$ cat config.mk
export PLATFORM = sky130hd
export DESIGN_NAME = uart_frame_shifter_flat
export DESIGN_NICKNAME = d
export VERILOG_FILES = /design/src/rtl/uart_frame_shifter_if.sv /design/src/rtl/uart_frame_shifter.sv /design/src/flat_wrapper.sv
export SDC_FILE = /design/constraint.sdc
export NUM_CORES = 1
export LEC_CHECK = 0
export BUFFER_PORTS_ARGS = -buffer_cell sky130_fd_sc_hd__clkbuf_2
export CORE_MARGIN = 2
export CORE_UTILIZATION = 40
export DETAILED_ROUTE_END_ITERATION = 8
export GPL_ROUTABILITY_DRIVEN = 0
export GPL_TIMING_DRIVEN = 0
export HOLD_SLACK_MARGIN = 0.15
export REMOVE_ABC_BUFFERS = 1
export SYNTH_ARGS = -nofsm -noshare
export SYNTH_HDL_FRONTEND = slang
export SYNTH_SLANG_ARGS = --single-unit
export TNS_END_PERCENT = 5
$ cat constraint.sdc
create_clock -name clk -period 1.3 [get_ports clk]
set_clock_uncertainty 0.05 [all_clocks]
set_input_delay 0 -clock clk [delete_from_list [all_inputs] [get_ports clk]]
set_output_delay 0 -clock clk [all_outputs]
set_load 0.01 [all_outputs]
$ cat src/rtl/uart_frame_shifter_if.sv
// Parallel/serial signal bundle for uart_frame_shifter.
// master = the controller that loads frames and drives the line; slave = the shifter.
interface uart_frame_shifter_if #(
   parameter int DATA_W = 8
);
   logic              ld;
   logic              en;
   logic              serial_i;
   logic [DATA_W-1:0] dat_i;
   logic [DATA_W-1:0] dat_o;
   logic              serial_o;
   logic              busy;
   logic              done;
   logic              frame_err;
   logic              par_err;

   modport master (
      output ld, en, serial_i, dat_i,
      input  dat_o, serial_o, busy, done, frame_err, par_err
   );

   modport slave (
      input  ld, en, serial_i, dat_i,
      output dat_o, serial_o, busy, done, frame_err, par_err
   );
endinterface

$ cat src/rtl/uart_frame_shifter.sv
// Full-duplex UART frame shifter: transmits one frame on serial_o while capturing one on serial_i.
// Optional even parity bit is enabled by defining UART_FRAME_PARITY_EN.
module uart_frame_shifter #(
   parameter int DATA_W    = 8,
   parameter int STOP_BITS = 1
) (
   input logic                  clk,
   input logic                  arst,
   input logic                  rst,
   uart_frame_shifter_if.slave  bus
);
`ifdef UART_FRAME_PARITY_EN
   localparam int PAR = 1;
`else
   localparam int PAR = 0;
`endif
   localparam int FRAME_W = 1 + DATA_W + PAR + STOP_BITS;
   localparam int CNT_W   = $clog2(FRAME_W + 1);

   typedef enum logic {IDLE, SHIFT} state_t;

   state_t             state, state_nxt;
   logic [FRAME_W-1:0] sr, sr_nxt, sr_shift, sr_load;
   logic [CNT_W-1:0]   cnt, cnt_nxt;
   logic               frame_end;
   logic [DATA_W-1:0]  dat_q;
   logic               done_q, frame_err_q, par_err_q;
   logic               frame_err_nxt, par_err_nxt;

`ifdef UART_FRAME_PARITY_EN
   assign sr_load     = {{STOP_BITS{1'b1}}, ^bus.dat_i, bus.dat_i, 1'b0};
   assign par_err_nxt = (^sr_shift[DATA_W:1]) ^ sr_shift[DATA_W+1];
`else
   assign sr_load     = {{STOP_BITS{1'b1}}, bus.dat_i, 1'b0};
   assign par_err_nxt = 1'b0;
`endif

   assign sr_shift      = {bus.serial_i, sr[FRAME_W-1:1]};
   // Bad start bit or any stop bit not at mark level.
   assign frame_err_nxt = sr_shift[0] | ~(&sr_shift[FRAME_W-1 -: STOP_BITS]);

   always_comb begin
      state_nxt = state;
      sr_nxt    = sr;
      cnt_nxt   = cnt;
      frame_end = 1'b0;
      case (state)
         IDLE: begin
            if (bus.ld) begin
               sr_nxt    = sr_load;
               cnt_nxt   = CNT_W'(FRAME_W);
               state_nxt = SHIFT;
            end
         end
         SHIFT: begin
            if (bus.en) begin
               sr_nxt  = sr_shift;
               cnt_nxt = cnt - CNT_W'(1);
               if (cnt == CNT_W'(1)) begin
                  state_nxt = IDLE;
                  frame_end = 1'b1;
               end
            end
         end
         default: state_nxt = IDLE;
      endcase
   end

   always_ff @(posedge clk or posedge arst) begin
      if (arst) begin
         state       <= IDLE;
         sr          <= '1;
         cnt         <= '0;
         dat_q       <= '0;
         done_q      <= 1'b0;
         frame_err_q <= 1'b0;
         par_err_q   <= 1'b0;
      end else if (rst) begin
         state       <= IDLE;
         sr          <= '1;
         cnt         <= '0;
         dat_q       <= '0;
         done_q      <= 1'b0;
         frame_err_q <= 1'b0;
         par_err_q   <= 1'b0;
      end else begin
         state  <= state_nxt;
         sr     <= sr_nxt;
         cnt    <= cnt_nxt;
         done_q <= frame_end;
         if (frame_end) begin
            dat_q       <= sr_shift[DATA_W:1];
            frame_err_q <= frame_err_nxt;
            par_err_q   <= par_err_nxt;
         end
      end
   end

   assign bus.dat_o     = dat_q;
   assign bus.done      = done_q;
   assign bus.frame_err = frame_err_q;
   assign bus.par_err   = par_err_q;
   assign bus.busy      = (state == SHIFT);
   assign bus.serial_o  = sr[0];
endmodule

$ cat src/flat_wrapper.sv
// flat-port wrapper written by rule: the top's interface ports become plain ports
module uart_frame_shifter_flat 
#(
   parameter int DATA_W    = 8,
   parameter int STOP_BITS = 1
)
  (clk, arst, rst, bus_ld, bus_en, bus_serial_i, bus_dat_i, bus_dat_o, bus_serial_o, bus_busy, bus_done, bus_frame_err, bus_par_err);
  uart_frame_shifter_if #(.DATA_W(DATA_W)) bus_i ();
  input logic clk;
  input logic arst;
  input logic rst;
  input wire logic [$bits(bus_i.ld)-1:0] bus_ld;
  input wire logic [$bits(bus_i.en)-1:0] bus_en;
  input wire logic [$bits(bus_i.serial_i)-1:0] bus_serial_i;
  input wire logic [$bits(bus_i.dat_i)-1:0] bus_dat_i;
  output wire logic [$bits(bus_i.dat_o)-1:0] bus_dat_o;
  output wire logic [$bits(bus_i.serial_o)-1:0] bus_serial_o;
  output wire logic [$bits(bus_i.busy)-1:0] bus_busy;
  output wire logic [$bits(bus_i.done)-1:0] bus_done;
  output wire logic [$bits(bus_i.frame_err)-1:0] bus_frame_err;
  output wire logic [$bits(bus_i.par_err)-1:0] bus_par_err;
  assign bus_i.ld = bus_ld;
  assign bus_i.en = bus_en;
  assign bus_i.serial_i = bus_serial_i;
  assign bus_i.dat_i = bus_dat_i;
  assign bus_dat_o = bus_i.dat_o;
  assign bus_serial_o = bus_i.serial_o;
  assign bus_busy = bus_i.busy;
  assign bus_done = bus_i.done;
  assign bus_frame_err = bus_i.frame_err;
  assign bus_par_err = bus_i.par_err;
  uart_frame_shifter #(.DATA_W(DATA_W), .STOP_BITS(STOP_BITS)) u_core (.clk(clk), .arst(arst), .rst(rst), .bus(bus_i));
endmodule
; Word level (Yosys, flattened, before mapping)
; Cells that the tools add are included.
[classes]
n_bitwise = 3
addsub = 1
muxes = 23
reduce_logical = 2
n_eq_ne = 3
[ops]
columns = operator, n
row1 = $mux 10, 3
row2 = $pmux 10 s2, 1
row3 = $mux 8, 2
row4 = $mux 1, 12
row5 = $mux 4, 3
row6 = $pmux 4 s2, 1
row7 = $ne 3x3->1 const B, 2
row8 = $eq 4x1->1 const B, 1
row9 = $sub 4x1->4 const B, 1
row10 = $not 1->1, 2
row11 = $pmux 1 s2, 1
row12 = $reduce_and 2->1, 1
row13 = $reduce_bool 2->1, 1
row14 = $or 1x1->1, 1
[word_totals]
input_bits = 14
wordCells = 39
out_inout_bits = 13
ff_bits = 26

; Depth between registers and ports, before layout
; Gate-level depths: netlist (run 1).
[depth]
depth_word = 6
mapped_depth = 5
mapped_depth_nobuf = 5

; Worst setup path after synthesis (run 1)
; OpenSTA, ideal clock, no wires.
[synth_path]
path_type = flip-flop to flip-flop
start = register u_core.cnt[0]
end = register u_core.dat_q[0], in the netlist u_core.bus.dat_o[0]
n_path_buf = 0
t_arrival_ps = 1286
period_less_slack_ps = 1403
path_stages_with_launch = 5
t_required_ps = 1183
setup_time_ps = 67
setup_slack_ps = -103
path_cell_list = dfrtp_1 > ha_1 > nor3b_2 > a31oi_2 > a22o_1
[synth_between]
elab_chain_len = 5
[synth_rtl]
columns = element, line
row1 = start: declaration, uart_frame_shifter.sv:24  ; logic [CNT_W-1:0] cnt, cnt_nxt;
row2 = start signal: assignment, uart_frame_shifter.sv:89  ; cnt <= cnt_nxt;
row3 = $eq 4x1->1, uart_frame_shifter.sv:59  ; if (cnt == CNT_W'(1)) begin
row4 = $mux 1, uart_frame_shifter.sv:59
row5 = $mux 1, uart_frame_shifter.sv:56  ; if (bus.en) begin
row6 = $mux 1, uart_frame_shifter.sv:47  ; case (state)
row7 = $reduce_bool 2->1 (no source line), n/a
row8 = end signal: assignment, uart_frame_shifter.sv:92  ; dat_q <= sr_shift[DATA_W:1];
row9 = end: declaration, uart_frame_shifter.sv:26  ; logic [DATA_W-1:0] dat_q;
; Every way passes these cells.
; A chain may end at the register's enable or synchronous reset.

; Worst setup path in the final report (run 1)
[layout_path]
start = register u_core.cnt[1]
end = register u_core.dat_q[7], in the netlist u_core.bus.dat_o[7]
; Same word-level chain as after synthesis.

==> summary.txt, run 1 <==
Worst setup path
  • CP Cell Sequence: inv_2 -> ha_4 -> nor3b_4 -> nor3b_4 -> buf_6 -> a22o_1
  • Worst-case reg-to-reg path depth: 6
  • CP bufs+invs: 2
  • Critical Path Sink: u_core.bus.dat_o[7]$_DFFE_PP0P_
  • Crit end category: flip-flop
  • Worst Setup Path Type: reg2reg
  • Start of the worst register-to-register path: u_core.cnt[1]$_DFFE_PP0P_
  • CP dominant cell by count: nor3b_4
  • Crit path launch: u_core.cnt[1]$_DFFE_PP0P_
  • CP required: 1520 ps
  • RR Endpoint: u_core.bus.dat_o[7]$_DFFE_PP0P_
  • Cell count along the critical path: 6
  • Max incr delay on CP: 420 ps
  • WP data arrival: 1740 ps
  • Slowest cell on crit path: dfrtp_1
  • Worst-path fanout max: 7
  • R2R setup slack: -220 ps
  • Delay-heaviest family, CP: simple AND/OR/NAND/NOR gates
  • Startpoint Class: flip-flop

Status
  • Failing checks: negative setup slack
  • Status: finished with violations

CTS
  • Maximum buffer depth of the clock tree: 2
  • Clk sinks: 25
  • Clk pin slew, worst setup/hold paths: 140 ps
  • CTS H-Tree Depth: 1
  • CTS Buf Count: 3
  • Cts hold-fix bufs: 13
  • Clk_lat worst skew: 320 ps
  • Root buf cell: clkbuf_4
  • CTS tree: built

Power
  • Lkg Pwr: 0.0007088 uW
  • Power density over cell area: 948.2 mW/mm2
  • Worst vdd ir: 0.3727 mV

Synthesis
  • Mapped cell area: 0.001210 mm2
  • Seq/Total Area, Yosys: 52.74%
  • Number of enable flip-flop cells after synthesis: 0
  • Count of different cell masters after synthesis: 32
  • Ys async rst share: 100.0%
  • Primary FF master, synth: dfrtp_1
  • Ys Warns: 0
  • Seq cells post-synth: 25
  • Syn Area/Cell: 11.52 um2
  • Cell count after synthesis: 105

Die
  • Die width: 59.00 um
  • Die area: 0.003480 mm2
  • IO Pins: 27
  • Vert. Die Dim: 59.00 um
  • Initial Util: 43.13%
  • Core box area: 0.002805 mm2
  • # rows: 19

Routing
  • Vias per cell: 5.432
  • DRT Pass-1 Iters: 4
  • Post-route ant nets: 0
  • Total number of vias: 956
  • Drc violations: 0
  • Initial DRC Count: 18
  • Final wirelength: 2.577 mm
  • WL per Instance: 14.64 um

Place
  • Detail Placement HPWL: 1.543 mm
  • Placed cell area: 0.001329 mm2
  • Cells after DPL: 154
  • IO Port Bufs: 25
  • Place WS: -769.5 ps

STA
  • Min Tclk post-route: 1516 ps
  • Measured slew at the worst slew-check pin: 538.6 ps
  • Fmax: 0.6595 GHz
  • Final Max Tran Viols: 0
  • Endpoints failing hold: 0
  • RSZ-0062 raised after global routing: yes
  • Final setup violating endpoints: 22
  • Final setup margin: -216.3 ps
  • Period Utilization, post-route: 116.6%
  • Worst slew margin: 64.01%

Cells and area
  • Ant diodes: 0
  • Fill count: 253
  • Share of layout cells above drive strength 1: 40.69%
  • P&R area growth vs syn: 31.54%
  • Final Cell Area: 0.001592 mm2
  • Final non-filler cell total: 176
  • Layout Nets: 162

Global route
  • Grt ovf: 0
  • First-pass GRT wire length: 4.422 mm
  • Largest net degree at the start of global routing: 26
  • Tot GR Track Use: 16.84%
  • Initial antenna violation count: 0
  • Vias in the first global route: 955

Run
  • Max cap viols: 0

Hold path
  • Worst Hold Launch: rst
  • Worst min path class: in2reg
[layout by cell type (no fill, tap or decap), drive strengths merged, types with 2 or more instances in the layout]
master and instances:
a211oi 9, a21oi 2, a22o 9, a31oi 2
buf 5, clkbuf 28, clkinvlp 2, dfrtp 15
dfstp 10, dlygate4sd3 13, ha 2, inv 2
nand2 3, nand2b 2, nor2 9, nor2b 8
nor3 2, nor3b 2, o21bai 8
[worst register-to-register path, delay by kind of cell (launching register included)]
family                   cells  cell delay (ps)
AND/OR/NAND/NOR              2              510
flip-flops                   1              420
buffers and inverters        2              240
adder cells (fa/ha/maj)      1              120
AO/OA/AOI/OAI                1              120
[registers in the layout, indices dropped and copies added (netlist names)]
register	count
u_core.bus.frame_err	1
u_core.bus.dat_o	8
u_core.cnt	4
u_core.sr	10
u_core.bus.busy	1
u_core.bus.done	1
[logic make-up after synthesis]
family	count (synthesis)	share of synthesized area (%)
other cells	1	0.3099
compound gates	35	22.44
simple gates	29	14.68
flops	25	52.74
mux	2	2.378
fa+ha+maj	2	2.068
buf+inv	10	4.654
xor+xnor	1	0.7240
[synth_stat cells, types with 3 or more instances]
| cell | count | area share (%) |
|---|---|---|
| dfstp_2 | 10 | 22 |
| a211oi_1 | 9 | 5.6 |
| nor2b_1 | 8 | 4.1 |
| nor2_1 | 9 | 2.8 |
| inv_1 | 3 | 0.93 |
| o21bai_1 | 8 | 5.0 |
| buf_4 | 5 | 3.1 |
| dfrtp_1 | 15 | 31 |
| a22o_1 | 9 | 6.5 |
[worst min-delay path by stage]
stage / endpoint / slack [ps] / cells past startpoint
after global placement: u_core.bus.done$_DFF_PP0_ / 180 / 2
final: u_core.bus.busy$_DFF_PP0_ / 3 / 3
after floorplan: u_core.bus.busy$_DFF_PP0_ / -30 / 1
after detailed placement: u_core.bus.done$_DFF_PP0_ / 180 / 2
after CTS: u_core.bus.busy$_DFF_PP0_ / -10 / 3
after global routing: u_core.bus.done$_DFF_PP0_ / -3 / 3
[metal layers]
metal / track usage, % / vias to the layer above / wire length, um
met5: 0 / - / 0
met4: 6.818 / 0 / 19
met3: 2.620 / 2 / 87
met2: 27.78 / 18 / 1269
met1: 22.18 / 477 / 1201
li1: - / 459 / -
[final cells by class]
type | count | area [um2] | share of cell area, %
multi-input cells | 70 | 564.3 | 35.46
clock inverters | 1 | 7.507 | 0.4717
well taps | 31 | 38.79 | 2.437
repair buffers | 43 | 300.3 | 18.87
inverters | 3 | 15.01 | 0.9434
clock buffers | 3 | 22.52 | 1.415
flip-flops and latches | 25 | 643.1 | 40.41
[repair_timing]
item | in CTS | in global routing
setup endpoints to repair | 26 | 27
gates resized for setup | 12 | 3
pin swaps | 6 | 6
setup buffers | 5 | 0
endpoints found under the hold margin | 31 | 10
[through the flow]
step | utilization (%) | hold slack, ps | TNS [ps] | total power (uW)
2_1_floorplan | - | -30.09 | -7705 | 1014
3_3_place_gp | 47.37 | 184.7 | -15450 | 1088
3_5_place_dp | 47.37 | 181.5 | -15930 | 1092
4_1_cts | 56.38 | -13.16 | -2719 | 1513
5_1_grt | 56.74 | -3.403 | -4957 | 1593
6_report | 56.74 | 3.395 | -3013 | 1509
[power breakdown]
group,internal (uW),switching [uW],total (uW)
combinational,132,132,264
clock,118,245,362
sequential,835,47.3,883
total,1080,424,1510
(Power assumes the default switching activity.)
==> inputs of run 2 (changes only) <==
ABC_AREA = 1   (was default)
CTS_CLUSTER_DIAMETER = 60   (was default)
==> summary.txt, run 2 <==
Die
  • Initial Util: 41.86%
  • Die area: 0.003635 mm2
  • Die width: 60.29 um
  • Vert. Die Dim: 60.29 um
  • # rows: 20
  • IO Pins: 27
  • Core box area: 0.003028 mm2

Worst setup path
  • Start of the worst register-to-register path: u_core.cnt[1]$_DFFE_PP0P_
  • R2R setup slack: -80 ps
  • Worst-path fanout max: 4
  • Worst Setup Path Type: reg2reg
  • Worst-case reg-to-reg path depth: 6
  • WP data arrival: 1590 ps
  • Crit end category: flip-flop
  • Critical Path Sink: u_core.bus.dat_o[4]$_DFFE_PP0P_
  • RR Endpoint: u_core.bus.dat_o[4]$_DFFE_PP0P_
  • Startpoint Class: flip-flop
  • Crit path launch: u_core.cnt[1]$_DFFE_PP0P_
  • CP required: 1520 ps

Synthesis
  • Ys Warns: 0
  • Ranking of synthesized cells by area: dfrtp_1 30%, dfstp_2 21%, nand2_1 19%
  • Top-area cell type share of the netlist area: 29.62%
  • Cell count after synthesis: 155
  • Count of different cell masters after synthesis: 22
  • Syn Area/Cell: 8.177 um2
  • Dominant cell type by area after synthesis: dfrtp_1
  • Ys async rst share: 100.0%
  • Seq/Total Area, Yosys: 50.35%
  • Most frequent cell after synthesis: nand2_1
  • Number of enable flip-flop cells after synthesis: 0
  • Seq cells post-synth: 25
  • Primary FF master, synth: dfrtp_1
  • Mapped cell area: 0.001267 mm2
  • Synth top cells by count: 63 x nand2_1, 18 x nand3_1, 15 x dfrtp_1

Cells and area
  • Largest register FFs: 10
  • Ant diodes: 0
  • Most frequent cells in the layout: 60 x nand2_1, 25 x clkbuf_2, 18 x nand3_1
  • Layout Nets: 212
  • Commonest non-fill, non-tap cell in the layout: nand2_1
  • Share of layout cells above drive strength 1: 30.77%
  • Most flops, register: u_core.sr
  • Final core utilization: 54.59%
  • P&R area growth vs syn: 30.41%

CTS
  • Clk pin slew, worst setup/hold paths: 150 ps
  • CTS tree: built
  • Root buf cell: clkbuf_4
  • Clk_lat worst skew: 330 ps
  • CTS Buf Count: 3
  • Clk sinks: 25
  • CTS H-Tree Depth: 1
  • Maximum buffer depth of the clock tree: 2

Routing
  • DRT Pass-1 Iters: 4
  • Drc violations: 0
  • Post-route ant nets: 0
  • Total number of vias: 1144
  • Final wirelength: 2.853 mm
  • WL per Instance: 11.94 um
  • Vias per cell: 4.787
  • Initial DRC Count: 41

STA
  • Final setup margin: -75.10 ps
  • Period Utilization, post-route: 105.8%
  • Setup TNS: -426.7 ps
  • Final Max Tran Viols: 0
  • Worst slew margin: 37.57%
  • Hold Slack: 332.9 ps
  • Final setup violating endpoints: 10
  • RSZ-0062 raised after global routing: yes
  • Fmax: 0.7272 GHz
  • Endpoints failing hold: 0
  • Min Tclk post-route: 1375 ps
  • Measured slew at the worst slew-check pin: 935.4 ps

Global route
  • Largest net degree at the start of global routing: 31
  • Grt ovf: 0
  • Vias in the first global route: 1063
  • Tot GR Track Use: 17.69%
  • First-pass GRT wire length: 4.761 mm
  • Initial antenna violation count: 0

Run
  • Max cap viols: 0

Power
  • Power density over cell area: 966.5 mW/mm2
  • Worst vdd ir: 0.4255 mV
  • Lkg Pwr: 0.0008651 uW

Status
  • Status: finished with violations
  • Failing checks: negative setup slack

Place
  • Detail Placement HPWL: 1.767 mm
  • IO Port Bufs: 25

Hold path
  • Worst min path class: in2async
[run 2: changes by cell type after synthesis, moves of 3 or more]
cell,delta
a211oi_1,-9
a22o_1,-9
buf_2,+3
inv_1,+4
nand2_1,+61
nand3_1,+17
nand4_1,+11
nor2_1,-4
nor2b_1,-8
o21bai_1,-8
[run 2: report_power, final]
| group | leakage [uW] | internal, uW | switching [uW] |
|---|---|---|---|
| sequential | 0.000309 | 864 | 53.9 |
| clock | 0.0000139 | 118 | 248 |
| combinational | 0.000542 | 132 | 182 |
[run 2: per-layer routing]
metal / up-vias / share of wire (%) / track usage [%]
met5: - / 0 / 0
met4: 0 / 1.4 / 7.302
met3: 5 / 4.9 / 2.814
met2: 32 / 48 / 28.73
met1: 524 / 46 / 23.31
li1: 583 / - / -
[run 2: how the worst min path moves through the flow]
stage               startpoint                         to  slack [ps]  depth (start not counted)
global placement           rst  u_core.bus.done$_DFF_PP0_         170                          2
finish                    arst  u_core.bus.busy$_DFF_PP0_         330                          3
floorplan                 arst  u_core.bus.busy$_DFF_PP0_         -30                          1
CTS                        rst  u_core.bus.busy$_DFF_PP0_         330                          4
detailed placement         rst  u_core.bus.done$_DFF_PP0_         170                          2
global route               rst  u_core.bus.done$_DFF_PP0_         390                          3
[run 2: through the flow]
stage | cell area, um2 | setup WS, ps | total power [uW] | std cells
floorplan | 1207 | -280.9 | 1084 | 146
global placement | 1388 | -720.9 | 1162 | 215
detailed placement | 1388 | -736.4 | 1168 | 215
CTS | 1650 | -64.92 | 1616 | 239
global route | 1653 | -197.5 | 1688 | 239
finish | 1653 | -75.10 | 1598 | 239
[run 2: logic make-up after synthesis]
kind of cell / share of synthesized area (%)
fa+ha+maj: 1.974
buf+inv: 7.404
xor+xnor: 0.6911
compound gates: 2.665
flops: 50.35
simple gates: 36.63
other cells: 0.2959
[run 2: area by class of cell]
cell class / instances / area (um2)
Inverter: 9 / 42.54
Timing Repair inverter: 1 / 7.507
Timing Repair Buffer: 44 / 305.3
Fill cell: 287 / 1375
Clock buffer: 3 / 22.52
Clock inverter: 1 / 7.507
Tap cell: 44 / 55.05
Multi-Input combinational cell: 112 / 573.1
Sequential cell: 25 / 639.4
[run 2: timing repair]
action	in CTS	in global routing
buffers inserted	5	0
setup endpoints to repair	26	23
hold buffers	13	0
hold endpoints to repair	40	0
cloned	2	0
pin swaps	5	1
gates resized for setup	15	1
[run 2: critical path: stages (launching register included)]
cell	delay, ps
dfrtp_1	420
inv_2	80
ha_4	110
nor3b_4	260
buf_2	200
nand4_1	80
nand2_1	110
==> inputs of run 3 (changes only) <==
clock period = 1.6 ns   (was 1.3 ns; I/O delays follow)
==> summary.txt, run 3 (same netlist as run 2, synthesis figures left out) <==
Power
  • Power density over cell area: 798.6 mW/mm2
  • Lkg Pwr: 0.0008394 uW
  • Worst vdd ir: 0.3455 mV
  • Power, Total: 1282 uW

Die
  • Die area: 0.003635 mm2
  • IO Pins: 27
  • Die width: 60.29 um
  • Core box area: 0.003028 mm2
  • # rows: 20
  • Initial Util: 41.86%
  • Vert. Die Dim: 60.29 um

Global route
  • Tot GR Track Use: 17.37%
  • First-pass GRT wire length: 4.657 mm
  • Largest net degree at the start of global routing: 31
  • Grt ovf: 0
  • Vias in the first global route: 1032
  • Initial antenna violation count: 0

Cells and area
  • Ant diodes: 0
  • Final core utilization: 53.02%
  • Final non-filler cell total: 238
  • Largest register FFs: 10
  • Most frequent cells in the layout: 63 x nand2_1, 25 x clkbuf_2, 18 x nand3_1
  • Share of layout cells above drive strength 1: 27.84%
  • Most flops, register: u_core.sr
  • P&R area growth vs syn: 26.65%
  • Commonest non-fill, non-tap cell in the layout: nand2_1
  • Layout Nets: 211
  • Final Cell Area: 0.001605 mm2

Place
  • IO Port Bufs: 25
  • Cells after DPL: 215
  • Detail Placement HPWL: 1.767 mm
  • Placed cell area: 0.001388 mm2

Routing
  • Initial DRC Count: 46
  • Final wirelength: 2.828 mm
  • WL per Instance: 11.88 um
  • Total number of vias: 1139
  • Drc violations: 0
  • Post-route ant nets: 0
  • Vias per cell: 4.786
  • DRT Pass-1 Iters: 4

Worst setup path
  • Delay-heaviest family, CP: flip-flops
  • CP Cell Sequence: inv_2 -> nand2_1 -> nand3_4 -> clkinvlp_4 -> nand2_1 -> nand2_1
  • CP required: 1790 ps
  • Worst-case reg-to-reg path depth: 6
  • Crit end category: flip-flop
  • CP dominant cell by count: nand2_1
  • Critical Path Sink: u_core.cnt[2]$_DFFE_PP0P_
  • RR Endpoint: u_core.cnt[2]$_DFFE_PP0P_
  • Max incr delay on CP: 480 ps
  • Slowest cell on crit path: dfrtp_2
  • Worst-path fanout max: 10
  • R2R setup slack: 170 ps
  • CP bufs+invs: 2
  • Start of the worst register-to-register path: u_core.bus.busy$_DFF_PP0_
  • Worst Setup Path Type: reg2reg
  • Cell count along the critical path: 6
  • WP data arrival: 1620 ps
  • Crit path launch: u_core.bus.busy$_DFF_PP0_
  • Startpoint Class: flip-flop

STA
  • Min Tclk post-route: 1431 ps
  • Final setup violating endpoints: 0
  • Measured slew at the worst slew-check pin: 942.1 ps
  • Fmax: 0.6987 GHz
  • Period Utilization, post-route: 89.46%
  • Endpoints failing hold: 0
  • RSZ-0062 raised after global routing: no
  • Final Max Tran Viols: 0
  • Worst slew margin: 37.13%

CTS
  • Root buf cell: clkbuf_4
  • Clk pin slew, worst setup/hold paths: 150 ps
  • CTS H-Tree Depth: 1
  • Clk sinks: 25
  • Maximum buffer depth of the clock tree: 2
  • CTS tree: built
  • CTS Buf Count: 3
  • Clk_lat worst skew: 330 ps

Hold path
  • Worst min path class: in2async

Status
  • Status: finished clean

Run
  • Max cap viols: 0
==> run 3: changes by cell type in the layout (fill, tap and decap cells not counted), moves of 2 or more <==
cell	before	now
nand2_1	60	63
buf_4	3	5
buf_6	2	0
nand2_4	2	0
==> run 3: power breakdown <==
part / switching, uW / internal (uW) / leakage, uW
clock network: 202 / 95.6 / 0.0000139
logic: 142 / 100 / 0.000516
registers: 40.3 / 702 / 0.000309
total: 384 / 898 / 0.000839
==> run 3: layer usage <==
| layer | global-route usage, % | vias to the layer above | routed length, um |
|---|---|---|---|
| met2 | 27.64 | 30 | 1291 |
| met5 | 0 | - | 0 |
| met4 | 7.937 | 0 | 89 |
| met1 | 23.17 | 519 | 1328 |
| li1 | - | 582 | - |
| met3 | 2.597 | 8 | 119 |
==> run 3: timing repair <==
| action | CTS | global route |
|---|---|---|
| gates cloned | 1 | 0 |
| buffers inserted | 3 | 2 |
| resized for setup | 4 | 0 |
| endpoints found under the setup margin | 25 | 2 |
| endpoints found under the hold margin | 32 | 0 |
| hold buffers | 13 | 0 |
| pin swaps | 0 | 0 |
==> run 3: worst reg2reg max path: cells and delay by family (launching register included) <==
family                 cells  cell delay [ps]
and+or+nand+nor            4              450
DFF                        1              480
buffers and inverters      2              370
==> run 3: worst min path at each step <==
stage	start	endpoint	slack [ps]
after floorplan	arst	u_core.bus.busy$_DFF_PP0_	-30
after global placement	rst	u_core.bus.done$_DFF_PP0_	170
after detailed placement	rst	u_core.bus.done$_DFF_PP0_	170
after CTS	rst	u_core.bus.busy$_DFF_PP0_	340
after global routing	rst	u_core.bus.done$_DFF_PP0_	390
final	arst	u_core.bus.busy$_DFF_PP0_	330
==> run 3: per-stage QoR <==
stage	hold WS [ps]	TNS (ps)	setup slack (ps)
floorplan	-30.09	0	19.14
global placement	171.1	-5045	-420.9
detailed placement	169.9	-5207	-436.4
CTS	337.4	0	77.16
global route	385.7	0	82.55
finish	332.2	0	168.7
==> run 3: cell type report <==
cell class	count	area, um2
clock inverters	1	7.507
repair inverters	1	7.507
repair buffers	43	292.8
clock buffers	3	22.52
well taps	44	55.05
flip-flops and latches	25	639.4
fillers	293	1423
multi-input cells	112	543.0
inverters	9	37.54
